<file path="src/rtl/si_add_pkg.sv">
// Shared constants and helpers for the signed saturating adder.
package si_add_pkg;

    parameter int DEF_WIDTH = 8;

    typedef enum logic [1:0] {
        OVF_NONE = 2'd0,
        OVF_POS  = 2'd1,
        OVF_NEG  = 2'd2
    } ovf_dir_e;

    // Bit patterns of the signed extremes, valid in the low w bits.
    function automatic logic [31:0] sat_max(input int w);
        return (32'd1 << (w - 1)) - 32'd1;
    endfunction

    function automatic logic [31:0] sat_min(input int w);
        return 32'd1 << (w - 1);
    endfunction

endpackage

</file>
<file path="src/rtl/si_sat.sv">
// Clamps an exact WIDTH+1-bit signed sum to WIDTH bits and reports overflow.
module si_sat
    import si_add_pkg::*;
#(
    parameter int WIDTH = DEF_WIDTH
) (
    input  logic [WIDTH:0]   sum,
    output logic [WIDTH-1:0] sat,
    output logic             ovf,
    output logic             ovf_neg
);

    localparam logic [WIDTH-1:0] MAXV = WIDTH'(sat_max(WIDTH));
    localparam logic [WIDTH-1:0] MINV = WIDTH'(sat_min(WIDTH));

    ovf_dir_e dir;

    // On overflow the extra sign bit carries the true direction.
    always_comb begin
        dir = OVF_NONE;
        if (sum[WIDTH] != sum[WIDTH-1]) begin
            dir = sum[WIDTH] ? OVF_NEG : OVF_POS;
        end
    end

    always_comb begin
        sat     = sum[WIDTH-1:0];
        ovf     = 1'b0;
        ovf_neg = 1'b0;
        unique case (dir)
            OVF_POS: begin
                sat = MAXV;
                ovf = 1'b1;
            end
            OVF_NEG: begin
                sat     = MINV;
                ovf     = 1'b1;
                ovf_neg = 1'b1;
            end
            default: ;
        endcase
    end

endmodule

</file>
<file path="src/rtl/si_add.sv">
// Registered signed adder with optional saturation and overflow flags.
module si_add
    import si_add_pkg::*;
#(
    parameter int WIDTH    = DEF_WIDTH,
    parameter bit SATURATE = 1'b1
) (
    input  logic             clk,
    input  logic             rst_n,
    input  logic             in_valid,
    input  logic [WIDTH-1:0] A,
    input  logic [WIDTH-1:0] B,
    output logic             out_valid,
    output logic [WIDTH-1:0] A_ADD_B,
    output logic             ovf,
    output logic             ovf_neg
);

    logic [WIDTH:0]   sum;
    logic [WIDTH-1:0] sat;
    logic [WIDTH-1:0] result;
    logic             sat_ovf;
    logic             sat_ovf_neg;

    assign sum = {A[WIDTH-1], A} + {B[WIDTH-1], B};

    si_sat #(
        .WIDTH(WIDTH)
    ) u_sat (
        .sum    (sum),
        .sat    (sat),
        .ovf    (sat_ovf),
        .ovf_neg(sat_ovf_neg)
    );

    assign result = SATURATE ? sat : sum[WIDTH-1:0];

    // Data registers only load on accepted inputs, so idle operands never leak.
    always_ff @(posedge clk or negedge rst_n) begin
        if (!rst_n) begin
            out_valid <= 1'b0;
            A_ADD_B   <= '0;
            ovf       <= 1'b0;
            ovf_neg   <= 1'b0;
        end else begin
            out_valid <= in_valid;
            if (in_valid) begin
                A_ADD_B <= result;
                ovf     <= sat_ovf;
                ovf_neg <= sat_ovf_neg;
            end
        end
    end

endmodule

</file>
<file path="config.mk">
export PLATFORM = sky130hd
export DESIGN_NAME = si_add
export DESIGN_NICKNAME = d
export VERILOG_FILES = /design/src/rtl/si_add_pkg.sv /design/src/rtl/si_sat.sv /design/src/rtl/si_add.sv
export SDC_FILE = /design/constraint.sdc
export NUM_CORES = 1
export LEC_CHECK = 0
export ABC_AREA = 1
export CORE_ASPECT_RATIO = 1.1
export CORE_UTILIZATION = 47
export CTS_CLUSTER_SIZE = 25
export DETAILED_ROUTE_END_ITERATION = 16
export PLACE_DENSITY = 0.83
export SLEW_MARGIN = 15
export SYNTH_ARGS = -nofsm -noshare
export SYNTH_HDL_FRONTEND = slang
export SYNTH_SLANG_ARGS = --single-unit
export TNS_END_PERCENT = 5
</file>
<file path="constraint.sdc">
create_clock -name clk -period 0.9 [get_ports clk]
set_input_delay 0.18 -clock clk [delete_from_list [all_inputs] [get_ports clk]]
set_output_delay 0.18 -clock clk [all_outputs]
set_load 0.005 [all_outputs]
</file>
==> results of run 1 <==
==> cells in the mapped netlist, drive strengths merged <==
master / number
fa: 1
nand2: 35
a21oi: 13
nor3: 1
buf: 1
o21ai: 2
ha: 10
o21bai: 1
nand3: 13
nand4: 1
dfrtp: 11
inv: 14
nor2: 15
==> metrics by stage <==
stage               setup slack, ps  cells  hold WS [ps]  cell area (µm²)
floorplan                      -964    118          -116              888
global placement              -1460    192           456             1410
detailed placement            -1630    192           461             1410
==> cell families after synthesis <==
group | Yosys count | synth area share, %
fa+ha+maj | 11 | 17.2
buf+inv | 15 | 6.82
compound gates | 16 | 10.7
flops | 11 | 32.6
simple gates | 65 | 32.6
==> reports/metrics.csv, run 1 <==
metric,value,unit
ys_types,17,
synth_top_area_share,32.6,%
syn_area_per_cell,7.15,µm²
htreeDepth,1,
tool.error,[ERROR DPL-0033] detailed placement checks failed during check placement.,
syn_inst,118,
synth_area,843,µm²
start_util,52.2,%
gp_congestion,0.851,
ios,30,
die_w,42.4,µm
yosys_warnings,0,
ys_ff_latch,11,
haltStage,clock tree synthesis,
root_buffer,clkbuf_4,
status,did not finish,
cts.sinks,11,
syn_nets,148,
cts_hold_buffers,0,
dp_hpwl,2.14,mm
rows,15,
io_buffers,29,
clockBufferDepth,2,
cts_setup_buffers,5,
yosysSeqAreaShare,32.6,%
yosysTopAreaCell,dfrtp_1,
synth_area_leaders,"dfrtp_1, nand2_1, ha_1",
cts.repair.resized,89,
fp.dieH,46.4,µm
cts_buffers,3,
==> run 2: changes to the inputs <==
Settings changed: CORE_AREA from default to 2 2 63 65, CORE_ASPECT_RATIO 1.1 to default, CORE_UTILIZATION 47 to default, CTS_CLUSTER_SIZE 25 to default, DIE_AREA from default to 0 0 65 67, PLACE_DENSITY 0.83 to default, PLACE_DENSITY_LB_ADDON from default to 0.15.
==> run 2 against run 1 <==
The flow now finishes, with violations (setup timing). Area after synthesis unchanged. Synthesized cell count stayed put.
==> reports/metrics.csv, run 2 <==
metric,value,unit,change
viasPerCell,4.27,,
tightest_slew,192,ps,
synth-async-reset-ratio,100,%,unchanged
post_drt_wl_per_cell,10.7,µm,
ys_types,17,,unchanged
antenna_found_initial,0,,
nNetsFinal,216,,
coreArea,0.00361,mm²,
ios,30,,unchanged
endpoint_kind,flop,,
cts.sinks,11,,unchanged
maxCapViolations,0,,
grtUsageTotal,12.8,%,
largest_reg_flops,8,,
slew_headroom,87.2,%,
p_leak,0.801,nW,
yosysTopAreaCell,dfrtp_1,,
r2r_end,A_ADD_B[5],,
die_w,65,µm,+53%
fp.dieH,67,µm,+44%
cts_buffers,3,,unchanged
synth-edff-count,0,,unchanged
drt-total-wl,2.49,mm,
syn_nets,148,,unchanged
placed_area,0.00145,mm²,+2.7%
cp.arrival,1880,ps,
hold_viol_final,0,,
gr-total-overflow,0,,
yosysSeqAreaShare,32.6,%,unchanged
drive_gt1_share,57.8,%,
most-common-layout-cells,"buf_4, nand2_1, dfrtp_1, nor2_1, buf_2",,
post-route-period-util,197,%,
yosys-top-cells-count,"nand2_1, nor2_1, inv_1, nand3_1",,
top_register,A_ADD_B,,
p_sw,0.000828,W,
ff2ff_path_depth,3,,
ys.flop_type,dfrtp_1,,
critPathRequiredTime,1010,ps,
design_area,0.00165,mm²,
cts_tree,done,,
grt_pass1_wl,4.35,mm,
synth_area,843,µm²,unchanged
ff2ff_setup_slack,140,ps,
clock_power_share,20.1,%,
drc,0,,
post-route-util,45.7,%,
start_util,23.4,%,-29 points
root_buffer,clkbuf_8,,
vdd_drop_max,1.12,mV,
syn_inst,118,,unchanged
cp_max_fo,7,,
power.density,1470,mW/mm²,
hold_class,input port to async pin,,
synth_area_leaders,"dfrtp_1, nand2_1, ha_1",,
dp_slack,-1530,ps,+102 ps
multiInputGateArea,748,µm²,
rows,22,,+7
antenna_cells,0,,
synth_top_area_share,32.6,%,unchanged
syn2layout_area_growth,95.5,%,
gp_congestion,0.764,,-10%
crit_type,input port to flop,,
ys_ff_latch,11,,unchanged
drv_slew,0,,
layout_setup_ws,-871,ps,
comb_power_share,52.6,%,
ff_latch_area,275,µm²,
violations,setup timing,,
dp_hpwl,1.89,mm,-11%
io_buffers,29,,unchanged
clock_latency,230,ps,
r2r-start,A_ADD_B[5],,
syn_area_per_cell,7.15,µm²,unchanged
clkSlewWorstSetupHoldPaths,50,ps,
fillers,381,,
dr.pass1.iters,3,,
worstSetupStartpointType,input port,,
setup_viol,14,,
power_switching_share,34.1,%,
clockBufferDepth,2,,unchanged
layout_min_cycle_time,1770,ps,
vias,996,,
power_frac_seq,27.3,%,
rsz0062_at_grt,yes,,
die_area,0.00436,mm²,
mostFrequentLayoutCell,buf_4,,
status,"finished, violations left",,
ant_nets,0,,
htreeDepth,1,,unchanged
yosys_warnings,0,,unchanged
yosysMostFrequentCell,nand2_1,,
grt_pass1_vias,1022,,
cts_hold_buffers,0,,unchanged
grt_max_degree,12,,
p_int,0.00160,W,
clock-skew-final,0,ps,
drt_iter0_drc,5,,
fmax,565,MHz,
-- run 2: cell counts after synthesis --
Identical to the previous run, type by type.
-- run 2: cell type report --
type                            instances  share of cell area [%]
Inverter                               14                    3.49
Tap cell                               48                    3.64
Multi-Input combinational cell         92                    45.4
Timing Repair Buffer                   64                    28.1
Clock buffer                            4                    2.73
Sequential cell                        11                    16.7
-- run 2: worst max-delay path by stage --
stage                      end  cells after the start  from
global route        A_ADD_B[1]                     14  A[0]
finish              A_ADD_B[1]                     14  A[0]
global placement    A_ADD_B[0]                     13  A[0]
CTS                 A_ADD_B[1]                     13  B[0]
floorplan           A_ADD_B[0]                     12  A[0]
detailed placement  A_ADD_B[2]                     13  A[0]
-- run 2: critical path, stage by stage --
cell and delay (ps):
buf_6 100, ha_4 150, fa_2 370, nand3_2 70
nand2_2 60, nand2_2 70, nand3_2 90, nand2_2 80
inv_2 40, ha_4 290, inv_4 40, a21oi_4 160
buf_12 140, a21oi_4 50
-- run 2: cell families (layout without fill, tap and decap cells) --
logic type	Yosys count	count (layout)	synth area share [%]
buffers and inverters	15	82	6.82
and+or+nand+nor	65	65	32.6
adders and majority gates	11	11	17.2
AOI/OAI and AO/OA	16	16	10.7
DFF	11	11	32.6
-- run 2: through the flow --
stage	setup TNS, ps	total power, W	hold WS, ps	std cells
after floorplan	-8370	0.00115	-116	118
after global placement	-14960	0.00181	459	223
after detailed placement	-15260	0.00182	459	223
after CTS	-8400	0.00242	233	229
after global routing	-8840	0.00264	235	233
final	-7530	0.00243	239	233
-- run 2: per-layer routing --
layer	wire length, µm	global-route usage (%)
met1	1130	15.4
met5	0	0
met2	1240	23.1
met4	21	1.06
met3	102	4.05
-- run 2: repair_timing --
item / 4_1_cts / 5_1_grt
buffers inserted: 2 / 4
setup endpoints to repair: 21 / 21
resized for setup: 111 / 21
pin swaps: 37 / 14
-- run 2: power groups by stage --
stage	logic [W]	registers [W]	clock network, W
2_1_floorplan	0.000472	0.000678	0
3_3_place_gp	0.00114	0.000670	0
3_5_place_dp	0.00115	0.000670	0
4_1_cts	0.00125	0.000665	0.000509
5_1_grt	0.00142	0.000675	0.000540
6_report	0.00128	0.000662	0.000487
(Power assumes the default switching activity.)
